===== src/rtl/glm_model_store.sv =====
// Packs 32-bit model words into 512-bit BRAM lines, 16 lanes per line, lane 0 in the LSBs.
// Optional dropped-word counter port enabled by GLM_MODEL_STORE_DROPCNT_EN.
module glm_model_store #(
  parameter int ADDR_WIDTH = 10
) (
  input  logic                  clk,
  input  logic                  reset,
  input  logic                  op_start,
  output logic                  op_done,
  input  logic [ADDR_WIDTH-1:0] cfg_base,
  input  logic [31:0]           cfg_num_words,
  input  logic                  in_valid,
  input  logic [31:0]           in_data,
  output logic                  in_almostfull,
  output logic                  mem_we,
  output logic [ADDR_WIDTH-1:0] mem_waddr,
  output logic [511:0]          mem_wdata
`ifdef GLM_MODEL_STORE_DROPCNT_EN
  ,
  output logic [15:0]           drop_count
`endif
);

  typedef enum logic [1:0] {
    IDLE = 2'd0,
    PACK = 2'd1,
    DONE = 2'd2
  } state_t;

  state_t                r_state;
  state_t                w_next_state;
  logic [ADDR_WIDTH-1:0] r_line_addr;
  logic [31:0]           r_total;
  logic [31:0]           r_word_cnt;
  logic [3:0]            r_lane;
  logic [511:0]          r_buf;
  logic [511:0]          w_merged;
  logic                  w_accept;
  logic                  w_last;
  logic                  w_line_done;

  always_comb begin
    w_next_state = r_state;
    w_accept     = 1'b0;
    w_merged     = r_buf;
    w_merged[{r_lane, 5'd0} +: 32] = in_data;
    w_last       = (r_word_cnt == r_total - 32'd1);
    w_line_done  = (r_lane == 4'd15) || w_last;
    case (r_state)
      IDLE: begin
        if (op_start) begin
          w_next_state = (cfg_num_words == 32'd0) ? DONE : PACK;
        end
      end
      PACK: begin
        if (in_valid) begin
          w_accept = 1'b1;
          if (w_last) begin
            w_next_state = DONE;
          end
        end
      end
      DONE:    w_next_state = IDLE;
      default: w_next_state = IDLE;
    endcase
  end

  always_ff @(posedge clk or posedge reset) begin
    if (reset) begin
      r_state       <= IDLE;
      r_line_addr   <= '0;
      r_total       <= '0;
      r_word_cnt    <= '0;
      r_lane        <= '0;
      r_buf         <= '0;
      op_done       <= 1'b0;
      in_almostfull <= 1'b1;
      mem_we        <= 1'b0;
      mem_waddr     <= '0;
      mem_wdata     <= '0;
    end else begin
      r_state       <= w_next_state;
      in_almostfull <= (w_next_state != PACK);
      mem_we        <= 1'b0;
      op_done       <= 1'b0;
      case (r_state)
        IDLE: begin
          if (op_start) begin
            r_line_addr <= cfg_base;
            r_total     <= cfg_num_words;
            r_word_cnt  <= '0;
            r_lane      <= '0;
            r_buf       <= '0;
          end
        end
        PACK: begin
          if (w_accept) begin
            r_word_cnt <= r_word_cnt + 32'd1;
            // A line closes on lane 15 or on the final word; the buffer restarts
            // zeroed so a short last line carries zeros in its unused lanes.
            if (w_line_done) begin
              mem_we      <= 1'b1;
              mem_wdata   <= w_merged;
              mem_waddr   <= r_line_addr;
              r_line_addr <= r_line_addr + 1'b1;
              r_lane      <= '0;
              r_buf       <= '0;
            end else begin
              r_buf  <= w_merged;
              r_lane <= r_lane + 4'd1;
            end
          end
        end
        DONE:    op_done <= 1'b1;
        default: ;
      endcase
    end
  end

`ifdef GLM_MODEL_STORE_DROPCNT_EN
  always_ff @(posedge clk or posedge reset) begin
    if (reset) begin
      drop_count <= '0;
    end else if (r_state == IDLE && op_start) begin
      drop_count <= '0;
    end else if (in_valid && r_state != PACK && drop_count != 16'hFFFF) begin
      drop_count <= drop_count + 16'd1;
    end
  end
`endif

endmodule


===== config.mk =====
export PLATFORM = sky130hd
export DESIGN_NAME = glm_model_store
export DESIGN_NICKNAME = d
export VERILOG_FILES = /design/src/rtl/glm_model_store.sv
export SDC_FILE = /design/constraint.sdc
export NUM_CORES = 2
export LEC_CHECK = 0
export ABC_AREA = 1
export CORE_MARGIN = 4
export CORE_UTILIZATION = 55
export DETAILED_ROUTE_END_ITERATION = 6
export GPL_ROUTABILITY_DRIVEN = 0
export GPL_TIMING_DRIVEN = 0
export PLACE_DENSITY_LB_ADDON = 0.08
export REMOVE_ABC_BUFFERS = 1
export SYNTH_ARGS = -nofsm -noshare
export SYNTH_HDL_FRONTEND = slang
export SYNTH_SLANG_ARGS = --single-unit

===== constraint.sdc =====
create_clock -name clk -period 48.7 [get_ports clk]
set_input_delay 7.305 -clock clk [delete_from_list [all_inputs] [get_ports clk]]
set_output_delay 7.305 -clock clk [all_outputs]
set_load 0.01 [all_outputs]

==> impl_metrics.ini <==
[setup_path]
critical_path.max_fanout = 108
path_class = in -> reg
critPathCaptureType = flop
r2r_end = mem_wdata[135]$_DFFE_PP0P_
rr_startpoint = r_total[0]$_DFFE_PP0P_
max_stage_delay_ns = 0.72
cpMaxStageDelayCell = nor2_4
crit_path_cell_trace = clkdlybuf4s50_1 > inv_1 > nor2_4 > nor2_4 > buf_12 > buf_12 > buf_12 > clkinv_4 > buf_16 > buf_16 > nand2_1 > nand2_1 > nand2_1
r2r_cells = 21
worstPathArrival_ns = 11.09
r2r_slack_ns = 42.73
cp-start-kind = input pin
critical_path_required_ns = 49.33

[final_layout]
drive_above_1_share_pct = 8.18
final_util_pct = 67.0
antenna_cells = 0
fin_area_um2 = 63500
nNetsFinal = 6964
finalNonFillerCells = 8247
syn2layout_area_growth_pct = 21.1
fill_cells = 7992
multiInputGateArea_um2 = 21000
seq_area_um2 = 28000

[clock_network]
clock_latency_ns = 0.71
ctsResizeCount = 0
cts-hold-fix-buffers = 0
cts_tree = done
postCtsSetupBuffers = 0
clk_pin_slew_ns = 0.06
clock_sinks = 1117
htree_levels = 3
cts-root-buf = clkbuf_16
numCtsBuffers = 119
cts_buffer_depth = 3

[logic_synthesis]
yosysTopAreaCellShare_pct = 53.2
ys_seq_elements = 1117
ys_seq_area_share_pct = 53.3
synth_xor_area_share_pct = 0.701
yosys.area.top_type = dfrtp_1
yosys-mux-area-fraction_pct = 0.0191
synthAdderAreaFrac_pct = 0.167
synth_compound_area_share_pct = 14.8
postSynthAreaPerCell_um2 = 8.05
synth_top_family_by_area = simple AND/OR/NAND/NOR gates
ys_warn_count = 0
synth_cell_type_count = 46
yosys.area_share.simple_pct = 24.2
synth_flop_cell = dfrtp_1
synth-edff-count = 0
synth_area_um2 = 52400
yosys-top-cells-area = dfrtp_1, nand2_1, o21ai_0
syn_inst = 6518
async_flop_share_pct = 100

[status]
violations = design-rule violations
status = complete, but fails checks

[sta]
period_needed_ns = 10.46
setup_viol = 0
relSlewSlack_pct = 15.2
whs_ns = 0.475
fin_setup_tns_ns = 0
maxSlewViolCount = 0
rsz0062_at_grt = false
hold_violations = 0
fin_skew_ns = 0.0278
post-route-period-util_pct = 21.5
worst_pin_slew_ns = 1.27
fmax_mhz = 95.6

[place]
dp_cells = 8023
dp_hpwl_um = 105000
portBuffers = 602
placed_cell_area_um2 = 59400

[drt]
vias = 46000
wl_per_cell_um = 19.8
drt_wl_total_um = 163000
post_drt_via_cell_ratio = 5.58
drc = 6
drt_iter0_markers = 4810
detail-route-antenna-nets = 0
dr.pass1.iters = 7

[die]
rows = 113
dieArea_um2 = 100000
initial_core_util_pct = 55.3
die_h_um = 317
fp.dieW_um = 317
coreArea_um2 = 94900
pin_count = 603

[global_routing]
antenna_found_initial = 0
grt_pass1_vias = 44100
grt_pass1_wl_um = 254000
grt_max_degree = 152
grt_use_total_pct = 32.2
overflow = 0

[power]
switching_power_uw = 1290
power.density_nw_per_um2 = 54.7
p_int_uw = 2190
clockPowerShare_pct = 27.1
p_seq_share_pct = 38.5
comb_power_share_pct = 34.4
leakage_uw = 0.0295
ir_worst_vdd_uv = 37.3
switching_share_pct = 37.1

[hold_path]
hold_path_depth = 2
hold_path_end = mem_wdata[490]$_DFFE_PP0P_
min_from = mem_wdata[490]$_DFFE_PP0P_
hp-class = reg -> reg

[flow_run]
maxCapViolCount = 0
[area by class of cell]
cell class	instances	share of cell area, %
Tap cell	1265	2.49
Multi-Input combinational cell	4615	33.1
Inverter	359	2.18
Clock buffer	174	5.54
Clock inverter	50	0.908
Sequential cell	1117	44.0
Timing Repair Buffer	667	11.8
[flip-flops by register name (all words and copies together), names as in the netlist]
name,flops
mem_wdata,512
r_line_addr,10
op_done,1
mem_waddr,10
mem_we,1
r_buf,512
r_word_cnt,32
r_total,32
in_almostfull,1
r_state,2
r_lane,4
[layer usage]
metal / up-vias / wire length (um) / track usage (%)
li1: 21600 / - / -
met2: 1744 / 73300 / 49.4
met1: 22400 / 68600 / 44.4
met4: 0 / 7480 / 13.9
met3: 287 / 13800 / 7.17
met5: - / 0 / 0
[synthesized netlist by cell type, types with 2 or more instances]
| cell | n |
|---|---|
| nor2_1 | 461 |
| a31oi_1 | 5 |
| nand2_1 | 2476 |
| inv_1 | 343 |
| nor3b_1 | 2 |
| inv_2 | 14 |
| o22ai_1 | 151 |
| o21bai_1 | 2 |
| nand4_1 | 22 |
| xor2_1 | 21 |
| nand2_2 | 5 |
| dfrtp_1 | 1116 |
| o21ai_0 | 724 |
| clkbuf_1 | 247 |
| nor4_1 | 21 |
| clkinv_1 | 2 |
| o21ai_2 | 200 |
| a21oi_1 | 69 |
| buf_1 | 11 |
| nand3_1 | 71 |
| o21ai_1 | 180 |
| nor2_2 | 8 |
| buf_6 | 64 |
| a211oi_1 | 4 |
| or2_2 | 52 |
| nand3b_1 | 5 |
| buf_2 | 86 |
| nor3_2 | 2 |
| ha_1 | 7 |
| buf_4 | 19 |
| xnor2_1 | 21 |
| o31ai_1 | 9 |
| or2_0 | 45 |
| nor3_1 | 41 |
[cells by family (layout without fill, tap and decap cells)]
family                   after synthesis  count (layout)
AND/OR/NAND/NOR                     3217            3217
AO/OA/AOI/OAI                       1348            1348
flip-flops                          1117            1117
buffers and inverters                786            1250
XOR/XNOR                              42              42
adder cells (fa/ha/maj)                7               7
multiplexers                           1               1
[critical path: cells and delay by family]
| kind | cells | cell delay [ns] |
|---|---|---|
| buffers and inverters | 8 | 2.22 |
| AND/OR/NAND/NOR | 5 | 1.38 |
[power groups by stage]
stage / Combinational [uW] / Sequential [uW] / Clock (uW)
floorplan: 693 / 1360 / 0
global placement: 1140 / 1360 / 0
detailed placement: 1190 / 1350 / 0
CTS: 1200 / 1330 / 954
global route: 1340 / 1360 / 998
finish: 1200 / 1340 / 942
[per-stage QoR]
stage | power, uW | setup slack (ns)
after floorplan | 2050 | 9.94
after global placement | 2500 | -54.65
after detailed placement | 2530 | 37.58
after CTS | 3490 | 38.33
after global routing | 3700 | 38.01
final | 3480 | 38.24
[worst max path at each step]
stage / from / to / slack [ns] / depth (start not counted)
global placement: in_valid / r_word_cnt[25]$_DFFE_PP0P_ / -54.65 / 11
floorplan: reset / mem_waddr[0]$_DFFE_PP0P_ / 9.94 / 1
finish: in_valid / r_line_addr[7]$_DFFE_PP0P_ / 38.24 / 13
CTS: in_valid / r_line_addr[7]$_DFFE_PP0P_ / 38.33 / 13
detailed placement: in_valid / r_line_addr[7]$_DFFE_PP0P_ / 37.58 / 13
global route: in_valid / r_line_addr[3]$_DFFE_PP0P_ / 38.01 / 13
[placed cells by master, fill, tap and decap left out, drive strengths merged]
cell           instances
clkbuf               174
nand4                 22
a21oi                 69
clkinvlp               4
nor2                 471
o22ai                151
xor2                  21
o31ai                  9
bufinv                10
o21a                   1
nand3b                 5
o21ba                  1
nand3                 72
and2                   1
dfrtp               1116
nor3                  43
o211a                  1
nor3b                  2
or2                   98
dfstp                  1
buf                   65
a31oi                  5
clkinv                35
inv                  360
ha                     7
nor4                  21
and3                   1
o21bai                 2
a311oi                 1
clkdlybuf4s50        602
nand2               2481
xnor2                 21
a211oi                 4
mux2i                  1
o21ai               1104
Power figures use the tool's default switching activity.
